### config.mk
export PLATFORM = sky130hd
export DESIGN_NAME = ball_motion_ctrl
export DESIGN_NICKNAME = d
export VERILOG_FILES = /design/src/rtl/ball_motion_ctrl.sv
export SDC_FILE = /design/constraint.sdc
export NUM_CORES = 1
export LEC_CHECK = 0
export ABC_AREA = 1
export CAP_MARGIN = 20
export CORE_MARGIN = 2
export CORE_UTILIZATION = 54
export CTS_CLUSTER_DIAMETER = 40
export DETAILED_ROUTE_END_ITERATION = 8
export GPL_TIMING_DRIVEN = 0
export PLACE_DENSITY_LB_ADDON = 0.08
export SLEW_MARGIN = 30
export SYNTH_ARGS = -nofsm -noshare
export SYNTH_HDL_FRONTEND = slang
export SYNTH_SLANG_ARGS = --single-unit
### constraint.sdc
create_clock -name clock -period 2.23 [get_ports clock]
set_input_delay 0.223 -clock clock [delete_from_list [all_inputs] [get_ports clock]]
set_output_delay 0.223 -clock clock [all_outputs]
set_load 0.03 [all_outputs]
### src/rtl/ball_motion_ctrl.sv
//------------------------------------------------------------------------------
// ball_motion_ctrl : brick-breaker ball engine (erase / step / redraw per tick)
// Rev 1.0
//------------------------------------------------------------------------------
`default_nettype none

module ball_motion_ctrl #(
  parameter int SCREEN_W     = 160,
  parameter int SCREEN_H     = 120,
  parameter int X_W          = 8,
  parameter int Y_W          = 7,
  parameter int BALL_START_X = 80,
  parameter int BALL_START_Y = 60,
  parameter int PADDLE_Y     = 110,
  parameter int PADDLE_W     = 16
) (
  input  logic           clock,
  input  logic           resetn,
  input  logic           tick,
  input  logic           go,
  input  logic [X_W-1:0] paddle_x,
  input  logic           plot_done,
  output logic           plot_req,
  output logic [X_W-1:0] plot_x,
  output logic [Y_W-1:0] plot_y,
  output logic           plot_colour,
  output logic [X_W-1:0] ball_x,
  output logic [Y_W-1:0] ball_y,
  output logic           dir_x,
  output logic           dir_y,
  output logic           miss,
  output logic           tick_overrun
);

  localparam logic [2:0] c_IDLE      = 3'd0;
  localparam logic [2:0] c_WAIT_TICK = 3'd1;
  localparam logic [2:0] c_ERASE     = 3'd2;
  localparam logic [2:0] c_MOVE      = 3'd3;
  localparam logic [2:0] c_DRAW      = 3'd4;

  localparam logic [X_W-1:0] c_X_MAX   = X_W'(SCREEN_W - 1);
  localparam logic [Y_W-1:0] c_Y_MAX   = Y_W'(SCREEN_H - 1);
  localparam logic [Y_W-1:0] c_Y_PAD   = Y_W'(PADDLE_Y - 1);
  localparam logic [X_W-1:0] c_X_START = X_W'(BALL_START_X);
  localparam logic [Y_W-1:0] c_Y_START = Y_W'(BALL_START_Y);
  localparam logic [X_W-1:0] c_X_ONE   = X_W'(1);
  localparam logic [Y_W-1:0] c_Y_ONE   = Y_W'(1);
  localparam logic [X_W:0]   c_PAD_SPAN = (X_W+1)'(PADDLE_W - 1);

  logic [2:0]     r_state;
  logic [X_W:0]   w_pad_right;
  logic           w_hit;
  logic [X_W-1:0] w_next_x;
  logic [Y_W-1:0] w_next_y;
  logic           w_next_dir_x;
  logic           w_next_dir_y;
  logic           w_miss;

  // Paddle right edge is widened by one bit so a paddle near x=255 cannot wrap.
  assign w_pad_right = {1'b0, paddle_x} + c_PAD_SPAN;
  assign w_hit       = (ball_x >= paddle_x) && ({1'b0, ball_x} <= w_pad_right);

  always_comb begin
    w_next_x     = ball_x;
    w_next_y     = ball_y;
    w_next_dir_x = dir_x;
    w_next_dir_y = dir_y;
    w_miss       = 1'b0;

    if (dir_x) begin
      if (ball_x == c_X_MAX) begin
        w_next_dir_x = 1'b0;
        w_next_x     = ball_x - c_X_ONE;
      end else begin
        w_next_x     = ball_x + c_X_ONE;
      end
    end else if (ball_x == '0) begin
      w_next_dir_x = 1'b1;
      w_next_x     = ball_x + c_X_ONE;
    end else begin
      w_next_x     = ball_x - c_X_ONE;
    end

    if (!dir_y) begin
      if (ball_y == '0) begin
        w_next_dir_y = 1'b1;
        w_next_y     = ball_y + c_Y_ONE;
      end else begin
        w_next_y     = ball_y - c_Y_ONE;
      end
    end else if (ball_y == c_Y_PAD && w_hit) begin
      w_next_dir_y = 1'b0;
      w_next_y     = ball_y - c_Y_ONE;
    end else if (ball_y == c_Y_MAX) begin
      w_miss       = 1'b1;
    end else begin
      w_next_y     = ball_y + c_Y_ONE;
    end
  end

  always_ff @(posedge clock or negedge resetn) begin
    if (!resetn) begin
      r_state      <= c_IDLE;
      ball_x       <= c_X_START;
      ball_y       <= c_Y_START;
      dir_x        <= 1'b1;
      dir_y        <= 1'b0;
      plot_req     <= 1'b0;
      plot_x       <= '0;
      plot_y       <= '0;
      plot_colour  <= 1'b0;
      miss         <= 1'b0;
      tick_overrun <= 1'b0;
    end else begin
      miss <= 1'b0;
      if (tick && (r_state != c_WAIT_TICK)) begin
        tick_overrun <= 1'b1;
      end

      case (r_state)
        c_IDLE: begin
          if (go) begin
            r_state     <= c_DRAW;
            plot_req    <= 1'b1;
            plot_x      <= ball_x;
            plot_y      <= ball_y;
            plot_colour <= 1'b1;
          end
        end
        c_WAIT_TICK: begin
          if (tick) begin
            r_state     <= c_ERASE;
            plot_req    <= 1'b1;
            plot_x      <= ball_x;
            plot_y      <= ball_y;
            plot_colour <= 1'b0;
          end
        end
        c_ERASE: begin
          if (plot_req && plot_done) begin
            plot_req <= 1'b0;
            r_state  <= c_MOVE;
          end
        end
        c_MOVE: begin
          if (w_miss) begin
            miss    <= 1'b1;
            ball_x  <= c_X_START;
            ball_y  <= c_Y_START;
            dir_x   <= 1'b1;
            dir_y   <= 1'b0;
            r_state <= c_IDLE;
          end else begin
            ball_x      <= w_next_x;
            ball_y      <= w_next_y;
            dir_x       <= w_next_dir_x;
            dir_y       <= w_next_dir_y;
            r_state     <= c_DRAW;
            plot_req    <= 1'b1;
            plot_x      <= w_next_x;
            plot_y      <= w_next_y;
            plot_colour <= 1'b1;
          end
        end
        c_DRAW: begin
          if (plot_req && plot_done) begin
            plot_req <= 1'b0;
            r_state  <= c_WAIT_TICK;
          end
        end
        default: begin
          r_state  <= c_IDLE;
          plot_req <= 1'b0;
        end
      endcase
    end
  end

endmodule

`default_nettype wire

**Word level (Yosys, flattened, before mapping)**

Index checks and enable logic that the tools add are counted.

- Magnitude comparators: 2
- Reductions and logical operators: 12
- Multiplexer cells: 43
- Add/sub/neg operators: 5
- Eq/ne operators: 14

Operator list:

| cell | number |
|---|---|
| $mux W7 | 8 |
| $mux W8 | 7 |
| $pmux W8 S3 | 1 |
| $pmux W7 S3 | 1 |
| $mux W1 | 18 |
| $mux W3 | 5 |
| $pmux W3 S5 | 1 |
| $eq A7 B7 Y1 const B | 2 |
| $reduce_and A4 Y1 | 3 |
| $ne A2 B2 Y1 const B | 5 |
| $add A8 B4 Y9 const B | 1 |
| $le A8 B9 Y1 | 1 |
| $add A8 B1 Y8 const B | 1 |
| $eq A8 B8 Y1 const B | 1 |
| $ge A8 B8 Y1 | 1 |
| $logic_not A8 Y1 | 1 |
| $sub A8 B1 Y8 const B | 1 |
| $add A7 B1 Y7 const B | 1 |
| $logic_not A7 Y1 | 1 |
| $sub A7 B1 Y7 const B | 1 |
| $eq A3 B2 Y1 const B | 2 |
| $logic_and A1 B1 Y1 | 4 |
| $pmux W1 S4 | 1 |
| $eq A3 B1 Y1 const B | 1 |
| other kinds (7) | 7 |

- Logic and storage cells: 87
- Register bits: 39
- Bits of input ports: 13

**Longest topological paths before layout**

- Depth in word-level cells: 8
- Mapped depth: 19
- Depth with buffers taken out: 19

**Worst setup path after synthesis**

Ideal clock, no wire load.

- Path type: input -> register
- Start: input port paddle_x[0]
- End: register dir_y
- Arrival: 1.923 ns
- Data required time: 2.100 ns
- Slack: 0.177 ns
- Stages on the path: 16
- Setup time: 0.130 ns
- Path through: inv_1 ha_1 a21oi_1 xor2_1 ha_1 a21o_1 nand3_1 nand2_1 nor2_1 nand2_1 nand2_2 nand2_4 nand2_2 o21ai_0 nand2_1 o21ai_0

- Cells in the longest elaborated chain, start to end: 7

Ends and longest elaborated chain:

| item | line | source |
|---|---|---|
| from (decl) | 21 | `input logic [X_W-1:0] paddle_x,` |
| $add A8 B4 Y9 | 60 | `assign w_pad_right = {1'b0, paddle_x} + c_PAD_SPAN;` |
| $le A8 B9 Y1 | 61 | `assign w_hit = (ball_x >= paddle_x) && ({1'b0, ball_x} <= w_pad_right);` |
| $logic_and A1 B1 Y1 (*) | 61 |  |
| $logic_and A1 B1 Y1 (*) | 91 | `end else if (ball_y == c_Y_PAD && w_hit) begin` |
| $mux W1 | 91 |  |
| $mux W1 | 84 | `if (!dir_y) begin` |
| $mux W1 (*) | 146 | `if (w_miss) begin` |
| to (signal assigned) | 157 | `dir_y <= w_next_dir_y;` |
| to (decl) | 30 | `output logic dir_y,` |

Mark *: on every way between the ends. The rest lies on a longest branch, timed or not.
A chain may end at the register's enable or synchronous reset.

**Worst setup path after layout**

- Start: input port paddle_x[1]
- End: register plot_y[3]

- Cells in the longest elaborated chain, start to end: 8

Ends and longest elaborated chain:

| item | line | source |
|---|---|---|
| $add A8 B4 Y9 | 60 |  |
| $le A8 B9 Y1 | 61 |  |
| $logic_and A1 B1 Y1 (*) | 61 |  |
| $logic_and A1 B1 Y1 (*) | 91 |  |
| $mux W7 / $mux W1 (equally long branches) | 91 |  |
| $mux W7 / $mux W1 (equally long branches) | 84 |  |
| $mux W7 / $ne A2 B2 Y1 (equally long branches) | n/a |  |
| $pmux W7 S3 / $reduce_and A4 Y1 (equally long branches) | n/a |  |
| to (signal assigned) | 126 | `plot_y <= ball_y;` |
| to (signal assigned) | 135 | `plot_y <= ball_y;` |
| to (signal assigned) | 161 | `plot_y <= w_next_y;` |
| to (decl) | 25 | `output logic [Y_W-1:0] plot_y,` |

Mark *: on every way between the ends. The rest lies on a longest branch, timed or not. The select of a mux whose other input is x is not followed.

==> results.txt <==
----------------------------------------------------
[Routing]
  Total iterations of the first detailed-routing run ... 5
  Per-cell via count in the routed design ... 5.45
  Final routed DRC violation total ... 0
  DRT antenna net count ... 0
  Drt total wl ... around 7500 um
  Via count ... 2895
  Iteration-0 DRC Markers ... 220
  Wirelength per Cell ... 14.1 um

[Global route]
  Initial antenna violation count ... 0
  Total routing usage reported by global routing ... 25.4%
  Via count of the first global-routing pass ... 2697
  Remaining Overflow, GRT ... 0
  Wire length of the first global-routing pass ... approximately 12000 um
  Pin count of the biggest net entering global routing ... 21

[Floorplan]
  Number of ports placed on the die boundary ... 49
  Die footprint ... about 6000 um^2
  Site Rows ... 26
  Chip Height ... approximately 78 um
  Width of the chip ... 78.0 um
  Initial standard-cell utilization of the core ... around 57%
  Core Area ... 5200 um^2

[STA]
  Fin Clk Skew ... 5.11 ps
  Shortest clock period the worst path allows after layout ... 2170 ps
  Final number of hold-violating endpoints ... 0
  Transition at the pin with the smallest max-transition slack ... 494 ps
  Highest achievable clock rate ... 461 MHz
  Final period util ... 97.2%
  Final number of max-transition violations ... 0
  Final setup fails ... 0
  Final setup slack of the worst path ... 62.5 ps
  Worst relative slew slack ... 67.0%

[Setup path]
  Delay of the slowest cell on the worst path ... 260 ps
  Largest fanout on the critical path ... 5
  Slowest CP cell ... sky130_fd_sc_hd__dlygate4sd2_1
  Kind of cell with the highest combined delay on the critical path ... simple AND/OR/NAND/NOR gates
  Most Frequent Cell on Critical Path ... sky130_fd_sc_hd__nand2_1
  Cell Chain, Critical Path ... dlygate4sd2_1 > inv_2 > ha_4 > a21oi_2 > xor2_1 > ha_1 > a21o_1 > nand3_1 > nand2_1 > nor2_1 > nand2_1 > nand2_2 > nand2_4 > nand2_1 > nand2_1 > nand3_1 > nand3_1 > nand2_1
  Flop2flop setup slack ... about 150 ps
  Crit path required time ... 2470 ps
  Number of buffer and inverter stages on the critical path ... 2
  Data arrival time of the critical path ... 2400 ps
  Nature of the critical path startpoint ... input pin
  Worst setup path category ... input pin to flip-flop
  Crit. End Element ... flip-flop

[Placement]
  HPWL after DPL ... 5410 um
  Number of buffer cells added on primary ports ... 48
  Final weighted congestion of routability-driven global placement ... 0.967
  Worst setup slack after placement ... -631 ps
  Cells after DPL ... 518
  Placed inst area ... 3550 um^2

[Cells and area]
  Synth-to-layout area growth ... 27.1%
  Count of antenna diodes in the layout ... 0
  Sequential Area ... 985 um^2
  Total area of multi-input combinational cells ... ~1800 um^2
  Post-Layout Inst Area ... 3760 um^2
  Count of non-filler cells in the finished layout ... 531
  Number of nets at the end of the flow ... 496
  # fillers ... 445
  Fraction of layout cells with a size suffix above 1 ... 15.2%

[CTS]
  Clock root buffer ... sky130_fd_sc_hd__clkbuf_8
  Clock buffer depth ... 2
  Inserted Clock Buffers ... 5
  TritonCTS clock tree ... done
  H-tree depth ... 2
  Clock latency on the worst-skew pair ... 290 ps
  Clk sink count ... 39
  Clock transition at the register clock pins on the worst setup and hold paths after CTS ... 80 ps

[Yosys]
  Total nets after synthesis ... 435
  Proportion of synthesized chip area in sequential cells ... 33.3%
  Number of standard cells after synthesis ... around 400
  Synthesis warning total ... 0
  Post-Syn Area per Cell ... 7.41 um^2
  Post-synth design cell area ... just under 3000 um^2
  Flops & latches, synth ... 39
  Count of different cell masters after synthesis ... 45

[Pwr]
  Cell leakage power ... 0.00185 uW
  Total power per unit cell area ... 1480 nW/um^2
  Highest ir drop seen on vdd ... 0.000898 V

[Outcome]
  Outcome ... completed

[Run]
  Maximum capacitance violations ... 0

[Hold path]
  Hold/Removal Path Class ... input pin to async pin

----------------------------------------------------
stage by stage:
step	utilization [%]	TNS, ps	power, uW	hold WS, ps
2_1_floorplan	-	0	3740	-72.6
3_3_place_gp	67.7	-9800	4740	438
3_5_place_dp	68.2	-9990	4820	210
4_1_cts	71.1	0	5500	419
5_1_grt	72.2	-47.3	6010	450
6_report	72.2	0	5580	418
sequential cells by signal, summed over array words and instances, names as in the netlist:
register	count
plot_req	1
ball_y	7
plot_colour	1
tick_overrun	1
plot_y	7
r_state	3
ball_x	8
plot_x	8
dir_x	1
dir_y	1
miss	1
final timing paths:
kind,start,to,cells past startpoint
setup / recovery,paddle_x[1],plot_y[3],18
hold / removal,resetn,tick_overrun,2
setup reg to reg,ball_x[5],plot_y[3],13
hold reg to reg,tick_overrun,tick_overrun,1
max in group asynchronous,resetn,dir_x,3
min in group clock,tick_overrun,tick_overrun,1
layout by cell type, fill, tap and decap left out, drive strengths merged, types with 2 or more instances in the layout:
cell type and n:
xnor2 4, a21o 4, o22ai 3, nand3 30
o21ai 32, o21a 2, a21boi 3, nand4 6
clkinv 3, clkbuf 9, ha 23, nor2 30
dfstp 7, or2 3, a31oi 3, dlygate4sd2 3
buf 14, inv 52, a21oi 11, clkdlybuf4s50 41
nor3 9, dfrtp 32, nand2 112, xor2 14
power breakdown:
group | switching [uW] | internal, uW | total [uW] | leakage (uW)
clock network | 264 | 368 | 632 | 0.0000618
logic | 2130 | 1360 | 3500 | 0.00133
registers | 385 | 1060 | 1450 | 0.000465
total | 2780 | 2790 | 5580 | 0.00185
kinds of logic after synthesis:
group | Yosys count | synth area share [%]
buf+inv | 63 | 9.01
compound gates | 63 | 12.4
simple gates | 193 | 30.2
flops | 39 | 33.3
fa+ha+maj | 23 | 9.73
xor+xnor | 18 | 5.33
synthesized netlist by cell type, drive strengths merged:
cell type,n,area (um^2)
xnor2,4,35.0
o211ai,1,7.51
a21oi,11,58.8
o22ai,3,18.8
clkbuf,2,8.75
a31oi,3,18.8
a21boi,3,26.3
dfstp,7,184
nand2,112,445
or3b,1,8.76
a22oi,1,7.51
buf,7,52.5
nor2,30,128
nand4,6,37.5
inv,51,194
ha,23,288
o21ai,32,160
o21a,2,15.0
clkinv,3,11.3
o31ai,1,7.51
o31a,1,8.76
nor3,9,66.3
a21o,4,30.0
nand3,30,163
o21bai,1,7.51
xor2,14,123
nor4,1,21.3
and3,1,6.26
dfrtp,32,801
or2,3,18.8
what timing repair did:
action                     CTS  global route
hold endpoints to repair    17             0
pin swaps                    8             9
resized for setup           14            19
setup endpoints to repair   18            19
hold buffers                 1             0
gates cloned                 0             0
setup buffers                0             5
per-layer routing:
layer	GRT usage (%)	vias up	share of wire (%)
li1	-	1424	-
met1	35.4	1351	47
met2	39.2	106	46
met3	4.60	14	5.2
met4	10.5	0	1.8
met5	0	-	0
area by class of cell:
type / count / share of cell area [%]
Multi-Input combinational cell: 297 / 47.0
Sequential cell: 39 / 26.2
Timing Repair Buffer: 55 / 14.3
Inverter: 54 / 5.46
Tap cell: 70 / 2.33
Clock buffer: 6 / 2.20
Buffer: 8 / 1.50
Clock inverter: 2 / 1.03
No activity file was read; power rests on OpenSTA's default activity.
